--- src/rtl/seg_pkg.sv ---
// Segment codes, bit order and nibble decode shared by the scan driver.
// Segment bits are {dp,g,f,e,d,c,b,a}, active high.
package seg_pkg;

    localparam int SEG_A  = 0;
    localparam int SEG_B  = 1;
    localparam int SEG_C  = 2;
    localparam int SEG_D  = 3;
    localparam int SEG_E  = 4;
    localparam int SEG_F  = 5;
    localparam int SEG_G  = 6;
    localparam int SEG_DP = 7;

    localparam logic [7:0] SEG_0     = 8'h3F;
    localparam logic [7:0] SEG_1     = 8'h06;
    localparam logic [7:0] SEG_2     = 8'h5B;
    localparam logic [7:0] SEG_3     = 8'h4F;
    localparam logic [7:0] SEG_4     = 8'h66;
    localparam logic [7:0] SEG_5     = 8'h6D;
    localparam logic [7:0] SEG_6     = 8'h7D;
    localparam logic [7:0] SEG_7     = 8'h07;
    localparam logic [7:0] SEG_8     = 8'h7F;
    localparam logic [7:0] SEG_9     = 8'h6F;
    localparam logic [7:0] SEG_DASH  = 8'h40;
    localparam logic [7:0] SEG_BLANK = 8'h00;

    // F is the field separator; A..E are unused codes shown blank.
    function automatic logic [7:0] nib2seg(input logic [3:0] nib);
        case (nib)
            4'h0:    return SEG_0;
            4'h1:    return SEG_1;
            4'h2:    return SEG_2;
            4'h3:    return SEG_3;
            4'h4:    return SEG_4;
            4'h5:    return SEG_5;
            4'h6:    return SEG_6;
            4'h7:    return SEG_7;
            4'h8:    return SEG_8;
            4'h9:    return SEG_9;
            4'hF:    return SEG_DASH;
            default: return SEG_BLANK;
        endcase
    endfunction

endpackage

--- src/rtl/seg_decode.sv ---
// Combinational nibble to seven-segment code, one instance per bank.
module seg_decode
    import seg_pkg::*;
(
    input  logic [3:0] nib,
    output logic [7:0] seg
);

    assign seg = nib2seg(nib);

endmodule

--- src/rtl/seg_scan.sv ---
// Eight-digit, two-bank seven-segment scan driver with per-digit blink.
// Data and blink mask are snapshotted once per frame so a frame never tears.
module seg_scan
    import seg_pkg::*;
#(
    parameter int SCAN_DIV  = 100_000,
    parameter int BLINK_DIV = 25_000_000
) (
    input  logic        clk,
    input  logic        rst,
    input  logic [31:0] data,
    input  logic [7:0]  blink_mask,
    output logic [7:0]  seg_data,
    output logic [7:0]  seg_data2,
    output logic [7:0]  seg_cs
);

    localparam int DW = $clog2(SCAN_DIV);
    localparam int BW = $clog2(BLINK_DIV);

    logic [DW-1:0] div_cnt;
    logic [BW-1:0] blink_cnt;
    logic          phase;
    logic [1:0]    idx;
    logic [31:0]   sh_data;
    logic [7:0]    sh_mask;

    logic          tick;
    logic          blink_tog;
    logic [1:0]    nidx;
    logic          frame_start;
    logic [31:0]   eff_data;
    logic [7:0]    eff_mask;
    logic [3:0]    nib_r, nib_l;
    logic [7:0]    seg_r, seg_l;
    logic          blank_r, blank_l;

    assign tick        = (div_cnt == DW'(SCAN_DIV - 1));
    assign blink_tog   = (blink_cnt == BW'(BLINK_DIV - 1));
    assign nidx        = idx + 2'd1;
    assign frame_start = (nidx == 2'd0);

    // The step that opens a frame shows the live inputs it is latching.
    assign eff_data = frame_start ? data       : sh_data;
    assign eff_mask = frame_start ? blink_mask : sh_mask;

    assign nib_r   = eff_data[{nidx, 2'b00} +: 4];
    assign nib_l   = eff_data[{1'b1, nidx, 2'b00} +: 4];
    assign blank_r = !phase && eff_mask[{1'b0, nidx}];
    assign blank_l = !phase && eff_mask[{1'b1, nidx}];

    seg_decode u_dec_r (.nib(nib_r), .seg(seg_r));
    seg_decode u_dec_l (.nib(nib_l), .seg(seg_l));

    always_ff @(posedge clk) begin
        if (rst) begin
            div_cnt   <= '0;
            blink_cnt <= '0;
            phase     <= 1'b1;
            idx       <= 2'd3;
            sh_data   <= '0;
            sh_mask   <= '0;
            seg_data  <= '0;
            seg_data2 <= '0;
            seg_cs    <= '0;
        end else begin
            div_cnt   <= tick ? '0 : div_cnt + 1'b1;
            blink_cnt <= blink_tog ? '0 : blink_cnt + 1'b1;
            if (blink_tog)
                phase <= ~phase;
            // A coincident toggle is seen one step later: the tick reads the old phase.
            if (tick) begin
                idx <= nidx;
                if (frame_start) begin
                    sh_data <= data;
                    sh_mask <= blink_mask;
                end
                seg_data2 <= blank_r ? SEG_BLANK : seg_r;
                seg_data  <= blank_l ? SEG_BLANK : seg_l;
                seg_cs    <= 8'h11 << nidx;
            end
        end
    end

endmodule

--- config.mk ---
export PLATFORM = sky130hd
export DESIGN_NAME = seg_scan
export DESIGN_NICKNAME = d
export VERILOG_FILES = /design/src/rtl/seg_pkg.sv /design/src/rtl/seg_decode.sv /design/src/rtl/seg_scan.sv
export SDC_FILE = /design/constraint.sdc
export NUM_CORES = 1
export LEC_CHECK = 0
export CELL_PAD_IN_SITES_DETAIL_PLACEMENT = 0
export CELL_PAD_IN_SITES_GLOBAL_PLACEMENT = 1
export CORE_MARGIN = 1.5
export CORE_UTILIZATION = 43
export DETAILED_ROUTE_END_ITERATION = 12
export PLACE_DENSITY = 0.91
export SYNTH_ARGS = -nofsm -noshare
export SYNTH_HDL_FRONTEND = slang
export SYNTH_SLANG_ARGS = --single-unit
--- constraint.sdc ---
create_clock -name clk -period 4 [get_ports clk]
set_clock_uncertainty 0.1 [all_clocks]
set_input_delay 0.8 -clock clk [delete_from_list [all_inputs] [get_ports clk]]
set_output_delay 0.8 -clock clk [all_outputs]
set_load 0.03 [all_outputs]
Word level (Yosys, flattened, before mapping)
Memory sizes are Yosys's and may differ from the RTL's. Index checks and enable logic that the tools add are counted.

Flip-flop bits (word level): 109. RAM bits: 0. Bits in latches: 0. Logic and storage cells: 36. Memories: 2. Output and inout port bits: 24. Bits of input ports: 42. Bits in read-only memories: 224.

Memory list: (name not given) (words 16, width 7, read ports 1, clocked after Yosys merged registers in 0, wr ports 0, line seg_pkg.sv:29) `case (nib)`; (name not given) (words 16, width 7, read ports 1, clocked after Yosys merged registers in 0, wr ports 0, line seg_pkg.sv:29).

Div/mod/pow operators: 0. $lt $le $gt $ge: 2. Multipliers: 0. $add $sub $neg: 3. Shift-type cells: 3. Muxes and demuxes: 8. Reductions and logical operators: 6. Bitwise gates (word level): 1. Eq/ne operators: 2.

Operators with widths (count): 2-to-1 mux 32 bit (1); variable part select 32 x 5 -> 4 bit (1); variable part select 32 x 6 -> 4 bit (1); adder 25 x 1 -> 25 bit (second input constant) (1); equality test 25 bit (second input constant) (1); 2-to-1 mux 8 bit (3); adder 17 x 1 -> 17 bit (second input constant) (1); equality test 17 bit (second input constant) (1); left shift 5 x 2 -> 8 bit (first input constant) (1); binary-select mux 1 bit (select 2 bit) (2); less-than comparator 2 x 4 -> 1 bit (second input constant) (1); less-than comparator 3 x 4 -> 1 bit (second input constant) (1); OR reduction 2 bit (2); adder 2 x 1 -> 2 bit (second input constant) (1); logical AND 1 bit (2); zero test 2 bit (1); 2-to-1 mux 1 bit (2); zero test 1 bit (1); NOT 1 bit (1).

Logic depth before layout (Yosys ltp)
Gate-level depths: netlist of the first run.

Depth in word-level cells: 7. Depth in mapped cells: 12. Mapped depth without buffers: 10.

Modules after synthesis
From an unflattened synthesis of the first run, not the netlist that was laid out.

Cell total of the unflattened synthesis: 597. Area, all modules: 5562.8 µm².

By module, submodules not included: seg_scan (times used 1, area an instance 5078.6 µm², seq. area each 2102.0 µm², cells each 531); seg_decode at u_dec_r (times used 1, area an instance 242.7 µm², seq. area each 0.0 µm², cells each 33); seg_decode at u_dec_l (times used 1, area an instance 241.5 µm², seq. area each 0.0 µm², cells each 33).

Worst setup path before layout of the first run
OpenSTA, ideal clock, no wires.

Path kind: reg2reg. Start: register idx[0]. End: register seg_data[6]. Cell stages (with the launch flop): 13. Data required time: 3.783 ns. Data arrival time: 2.645 ns. Path slack: 1.138 ns. Path buffers: 2. Library setup time: 0.117 ns. Clock period less this slack: 2.862 ns. Cell sequence: dfxtp_1 -> buf_4 -> inv_1 -> ha_1 -> buf_2 -> nand2_1 -> a2bb2o_1 -> or2_2 -> inv_1 -> ha_1 -> nor2_1 -> o311a_1 -> a22o_1.

Cells in the longest elaborated chain, start to end: 7. Elaborated cells on any way between the ends: 10. Classes of those cells: add/sub (1); shift (1); mux (5); reduce/logical (2); memory (1).

Ends and longest elaborated chain: from (decl) (line seg_scan.sv:24) `logic [1:0] idx;`; from (signal assigned) (line seg_scan.sv:73) `idx <= nidx;`; adder 2 x 1 -> 2 bit * (line seg_scan.sv:40) `assign nidx = idx + 2'd1;`; net nidx[0] (line seg_scan.sv:30) `logic [1:0] nidx;`; parallel branches: the longest is 5 deep, another holds memory read (16 x 7 bit); 2-to-1 mux 8 bit * (line seg_scan.sv:79) `seg_data <= blank_l ? SEG_BLANK : seg_l;`; to (signal assigned) (line seg_scan.sv:79); to (decl) (line seg_scan.sv:13) `output logic [7:0] seg_data,`.

Mark *: on every way through the listed nets, which the timed path passes. The select of a mux whose other input is x is not followed. A chain may end at the register's enable or synchronous reset.

Final worst setup path of the first run
Same ends and word-level chain as after synthesis.

==> results of run 1 <==
[routing by layer]
metal  vias up  share of wire, %
met5         -                 0
met4         0               2.3
met3        21               4.2
met2       101                49
met1      1863                44
li1       1902                 -
[worst max-delay path, delay by kind of cell (launching register included)]
kind,cells,cell delay [ps]
adder cells (fa/ha/maj),2,900
buffers and inverters,2,260
AND/OR/NAND/NOR,3,540
flip-flops,1,380
AO/OA/AOI/OAI,3,820
[placed cells by master (no fill, tap or decap), types with 6 or more instances in the layout]
cell type and instances:
and3_1 7, mux4_2 8, nand3_1 25, clkbuf_16 9
buf_4 6, nand4_1 9, xor2_1 17, mux2i_1 27
o21ai_0 14, inv_1 15, a22o_1 47, dfxtp_1 103
nor3_1 6, ha_1 17, nor2_1 51, nor4_1 8
and4_1 8, xnor2_1 20, nand2_1 36, clkdlybuf4s50_1 63
[registers in the layout, indices dropped and copies added (netlist names)]
signal	count
sh_data	32
blink_cnt	25
div_cnt	17
sh_mask	8
seg_data2	7
seg_data	7
seg_cs	4
idx	2
phase	1
[cells in the mapped netlist, drive strengths merged (2+ instances only)]
master,n,area share (%)
a21oi,6,0.75
a22o,47,8.2
a22oi,3,0.55
and2,3,0.37
and3,7,0.87
and4,8,1.4
buf,26,4.0
clkbuf,4,0.30
dfxtp,103,41
ha,18,4.5
inv,15,1.1
mux2,6,1.6
mux2i,29,6.3
mux4,11,5.2
nand2,36,2.7
nand3,25,2.5
nand4,9,1.1
nor2,52,3.9
nor2b,3,0.37
nor3,7,0.80
nor4,9,1.2
o211ai,3,0.45
o21ai,18,1.9
or2,2,0.25
or3,2,0.25
xnor2,20,3.5
xor2,17,3.0
[worst paths after layout]
path	startpoint	endpoint	slack [ps]	cells after the start
max	idx[0]	seg_data[6]	880	10
min	div_cnt[0]	div_cnt[0]	340	1
max reg2reg	idx[0]	seg_data[6]	880	10
min reg2reg	div_cnt[0]	div_cnt[0]	340	1
[power by group]
group / switching [mW] / leakage [nW] / internal (mW)
sequential: 0.00457 / 0.831 / 1.03
clock: 0.389 / 0.159 / 0.585
combinational: 0.0662 / 1.42 / 0.0689
[per-stage QoR]
stage               setup slack, ps  total power [mW]  area (um^2)  std cells  hold slack [ps]
floorplan                      1140              1.13         5030        501              313
global placement                891              1.19         5670        683              326
detailed placement              851              1.19         5670        683              329
CTS                             874              2.17         6010        699              341
global route                    673              2.22         6010        699              371
finish                          879              2.14         6010        699              344
[cells by family (layout without fill, tap and decap cells)]
family / count (synthesis) / count (layout)
XOR/XNOR: 37 / 37
adder cells (fa/ha/maj): 18 / 18
flip-flops: 103 / 103
buffers and inverters: 45 / 100
AO/OA/AOI/OAI: 83 / 83
multiplexers: 46 / 46
other: 1 / 2
AND/OR/NAND/NOR: 167 / 167
[final cells by class]
cell class | instances | area (um^2) | area share [%]
clock buffer | 12 | 256 | 4.27
clock inverter | 4 | 76.3 | 1.27
inverter | 15 | 56.3 | 0.938
multi-input combinational | 353 | 2700 | 45.0
sequential | 103 | 2060 | 34.3
tap | 143 | 179 | 2.98
timing repair buffer | 69 | 676 | 11.3
==> results_dict.tcl, run 1 <==
set metrics [dict create \
    grt_pass1_vias 3830 \
    first_iter_violations 183 \
    final_util_pct 52.6 \
    use_met3_pct 4.48 \
    synth-seq-cells 103 \
    cts_max_path_buffers 2 \
    tightest_slew_ps 858 \
    io-pin-count 66 \
    cp_max_fo 14 \
    viasPerCell 5.56 \
    grt_pass1_wl_um 18300 \
    start_util_pct 44.0 \
    wl_um 10900 \
    critPathLaunchType "flop" \
    synthAdderAreaFrac_pct 4.48 \
    syn_inst 500 \
    synth_xor_xnor_area_share_pct 6.45 \
    insertion_delay_ps 350 \
    area_growth_pct 19.6 \
    portBuffers 63 \
    dp_hpwl_um 7790 \
    grt_max_degree 34 \
    drtAntennaViolNets 0 \
    peakVddDrop_mv 0.286 \
    power_leakage_nw 2.41 \
    seq_area_frac_synth_pct 41.1 \
    cts_buffers 9 \
    fmax_mhz 320 \
    period_needed_ps 3120 \
    synth_top_family_by_area "simple AND/OR/NAND/NOR gates" \
    cts_root_buffer "clkbuf_16" \
    busiest_layer "met2" \
    async_flop_share_pct 0 \
    antenna_found_initial 0 \
    antennaDiodeCount 0 \
    fin_nets 611 \
    status "completed" \
    row_count 39 \
    hold_viol 0 \
    cp_slowest_cell "ha_1" \
    synth_mux_area_share_pct 13.0 \
    die_h_um 111 \
    clock-sinks 103 \
    path_class "flop to flop" \
    tns_ps 0 \
    min_path_type "flop to flop" \
    syn-cell-area_um2 5020 \
    met2_usage_pct 31.5 \
    max-cap-violations 0 \
    arrival_ps 3270 \
    path_clk_slew_ps 70 \
    cts-resized-gates 0 \
    p_per_area_nw_per_um2 357 \
    path_cells "inv_1 > ha_1 > nor2b_1 > a22o_1 > or2_2 > inv_1 > ha_1 > nor2_1 > o311a_1 > a22o_1" \
    wl_per_cell_um 15.7 \
    synthDistinctLibCells 52 \
    dr.pass1.iters 7 \
    die-width_um 111 \
    setup_viol 0 \
    post_cts_buffers 0 \
    grt_use_met1_pct 22.0 \
    grtUsageTotal_pct 18.4 \
    dieArea_um2 12300 \
    syn_area_per_cell_um2 10.0 \
    post-route-drc-count 0 \
    holdBufCountCts 0 \
    grt_remaining_overflow 0 \
    synth_edf_count 0 \
    end_kind "flop" \
    core_region_area_um2 11400 \
    htreeDepth 3 \
    drive_gt1_share_pct 8.63 \
    gp_congestion 0.815 \
    fin_crit_sh_pct 78.0 \
    vias 3887 \
    tritoncts "yes" \
    drv_slew 0 \
    yosys.area_share.simple_pct 16.6 \
    max_stage_delay_ps 740 \
    slew-limit-headroom_pct 42.8 \
    synthFlopType "dfxtp_1" \
    fill_cells 1058 \
    synth_compound_area_share_pct 13.0 \
    crit_required_ps 4150 \
    ys_warn_count 0 \
    rsz0062_at_grt "no" \
]
No activity file was read; power rests on OpenSTA's default activity.
==> inputs of run 2 (changes only) <==
==> constraint.sdc (replaced) <==
create_clock -name clk -period 3.1 [get_ports clk]
set_clock_uncertainty 0.1 [all_clocks]
set_input_delay 0.62 -clock clk [delete_from_list [all_inputs] [get_ports clk]]
set_output_delay 0.62 -clock clk [all_outputs]
set_load 0.03 [all_outputs]
==> run 2 against run 1 <==
Total power increased by 23%. Worst hold slack lost 1.3 ps. First-iteration DRC count decreased by 12%. Global-route usage decreased by 0.25 points. Sequential share of layout area decreased by 0.19 points. Die area unchanged. Sequential cell count unchanged. Largest cell class unchanged.
==> results_dict.tcl, run 2 (synthesized netlist as in run 1, its figures left out) <==
set metrics [dict create \
    hold_depth 1 \
    insertion_delay_ps 350 \
    vias 3854 \
    die-width_um 111 \
    cts_max_path_buffers 2 \
    gp_congestion 0.781 \
    core_region_area_um2 11400 \
    timing.rr.end "seg_data[6]" \
    cts-resized-gates 0 \
    tns_ps 0 \
    power_leakage_nw 2.44 \
    first_iter_violations 161 \
    max_stage_delay_ps 450 \
    final_cells 708 \
    die_h_um 111 \
    drtAntennaViolNets 0 \
    cp_slowest_cell "ha_2" \
    dp.cells 692 \
    slew-limit-headroom_pct 52.7 \
    start_util_pct 44.0 \
    timing.rr.start "idx[0]" \
    largest_reg_flops 32 \
    mostFrequentLayoutCell "dfxtp_1" \
    clock-sinks 103 \
    crit_required_ps 3250 \
    fin_crit_sh_pct 90.3 \
    power_mw 2.65 \
    dr.pass1.iters 4 \
    fmax_mhz 357 \
    maxUsedRoutingLayer "met4" \
    fin_nets 620 \
    viasPerCell 5.44 \
    path_class "flop to flop" \
    io-pin-count 66 \
    top_regs "sh_data (32), blink_cnt (25), div_cnt (17)" \
    post_cts_buffers 0 \
    wl_um 10600 \
    max-cap-violations 0 \
    wl_met2_um 5040 \
    reg2reg_depth 9 \
    r2r_slack_ps 300 \
    wl_met1_um 4940 \
    antennaDiodeCount 0 \
    tightest_slew_ps 709 \
    tritoncts "yes" \
    path_clk_slew_ps 70 \
    grtUsageTotal_pct 18.1 \
    final_util_pct 52.9 \
    setup_viol 0 \
    period_needed_ps 2800 \
    rsz0062_at_grt "no" \
    hold_end "div_cnt[0]" \
    met3_length_um 367 \
    antenna_found_initial 0 \
    htreeDepth 3 \
    drive_gt1_share_pct 10.3 \
    drv_slew 0 \
    path_cells "ha_2 > mux2_2 > a2bb2o_1 > or2_2 > inv_1 > ha_1 > nor2_1 > o311a_1 > a22o_1" \
    grt_pass1_wl_um 18400 \
    area_growth_pct 20.3 \
    wl_per_cell_um 15.0 \
    status "completed" \
    grt_pass1_vias 3785 \
    grt_max_degree 34 \
    arrival_ps 2940 \
    cp.buffers_inverters 1 \
    cts_buffers 9 \
    row_count 39 \
    dieArea_um2 12300 \
    dp_hpwl_um 7760 \
    hold_viol 0 \
    final_cell_mix "dfxtp_1, clkdlybuf4s50_1, nor2_1, a22o_1, nand2_1" \
    min_path_type "flop to flop" \
    largest-register "sh_data" \
    path_delay_family "compound AO/OA/AOI/OAI gates" \
    post-route-drc-count 0 \
    holdBufCountCts 0 \
    hold_ws_ps 343 \
    portBuffers 63 \
    cts_root_buffer "clkbuf_16" \
    cp_max_fo 13 \
    min_from "div_cnt[0]" \
    end_kind "flop" \
    peakVddDrop_mv 0.343 \
    cp.depth 9 \
    critPathLaunchType "flop" \
    grt_remaining_overflow 0 \
    p_per_area_nw_per_um2 438 \
]
## run 2: cell types whose count changed in the layout (fill, tap and decap cells not counted)
cell,previous run,this run
buf_4,6,15
bufinv_16,2,1
clkbuf_1,1,0
clkbuf_8,2,1
clkinv_2,0,3
clkinvlp_4,1,2
inv_6,1,0
## run 2: layer usage
layer	track usage, %	vias up
li1	-	1915
met1	23.7	1846
met2	29.2	72
met3	4.37	21
met4	6.92	0
met5	0	-
## run 2: worst max path at each step
stage	from	end	slack (ps)
2_1_floorplan	idx[0]	seg_data[6]	240
5_1_grt	idx[0]	seg_data[6]	80
3_3_place_gp	data[25]	seg_data[6]	190
6_report	idx[0]	seg_data[6]	300
3_5_place_dp	data[25]	seg_data[6]	130
4_1_cts	idx[0]	seg_data[6]	280
## run 2: through the flow
| stage | cell area (um^2) | setup slack [ps] |
|---|---|---|
| after detailed placement | 5740 | 129 |
| final | 6040 | 302 |
| after floorplan | 5030 | 238 |
| after global placement | 5740 | 191 |
| after CTS | 6040 | 280 |
| after global routing | 6040 | 83.3 |
## run 2: final cells by class
| class | instances | area [um^2] |
|---|---|---|
| Fill cell | 1015 | 5380 |
| Multi-Input combinational cell | 353 | 2700 |
| Sequential cell | 103 | 2060 |
| Timing Repair Buffer | 78 | 743 |
| Clock buffer | 10 | 239 |
| Tap cell | 143 | 179 |
| Clock inverter | 6 | 60.1 |
| Inverter | 15 | 56.3 |
## run 2: worst register-to-register path, delay by kind of cell, from the launching register on
kind | cells | cell delay (ps)
adder cells (fa/ha/maj) | 2 | 610
AO/OA/AOI/OAI | 3 | 840
buffers and inverters | 1 | 120
multiplexers | 1 | 240
AND/OR/NAND/NOR | 2 | 410
flip-flops | 1 | 380
## run 2: where the power goes
part | internal [mW] | switching [mW]
combinational | 0.0898 | 0.0838
sequential | 1.33 | 0.00570
clock | 0.643 | 0.496
total | 2.06 | 0.585
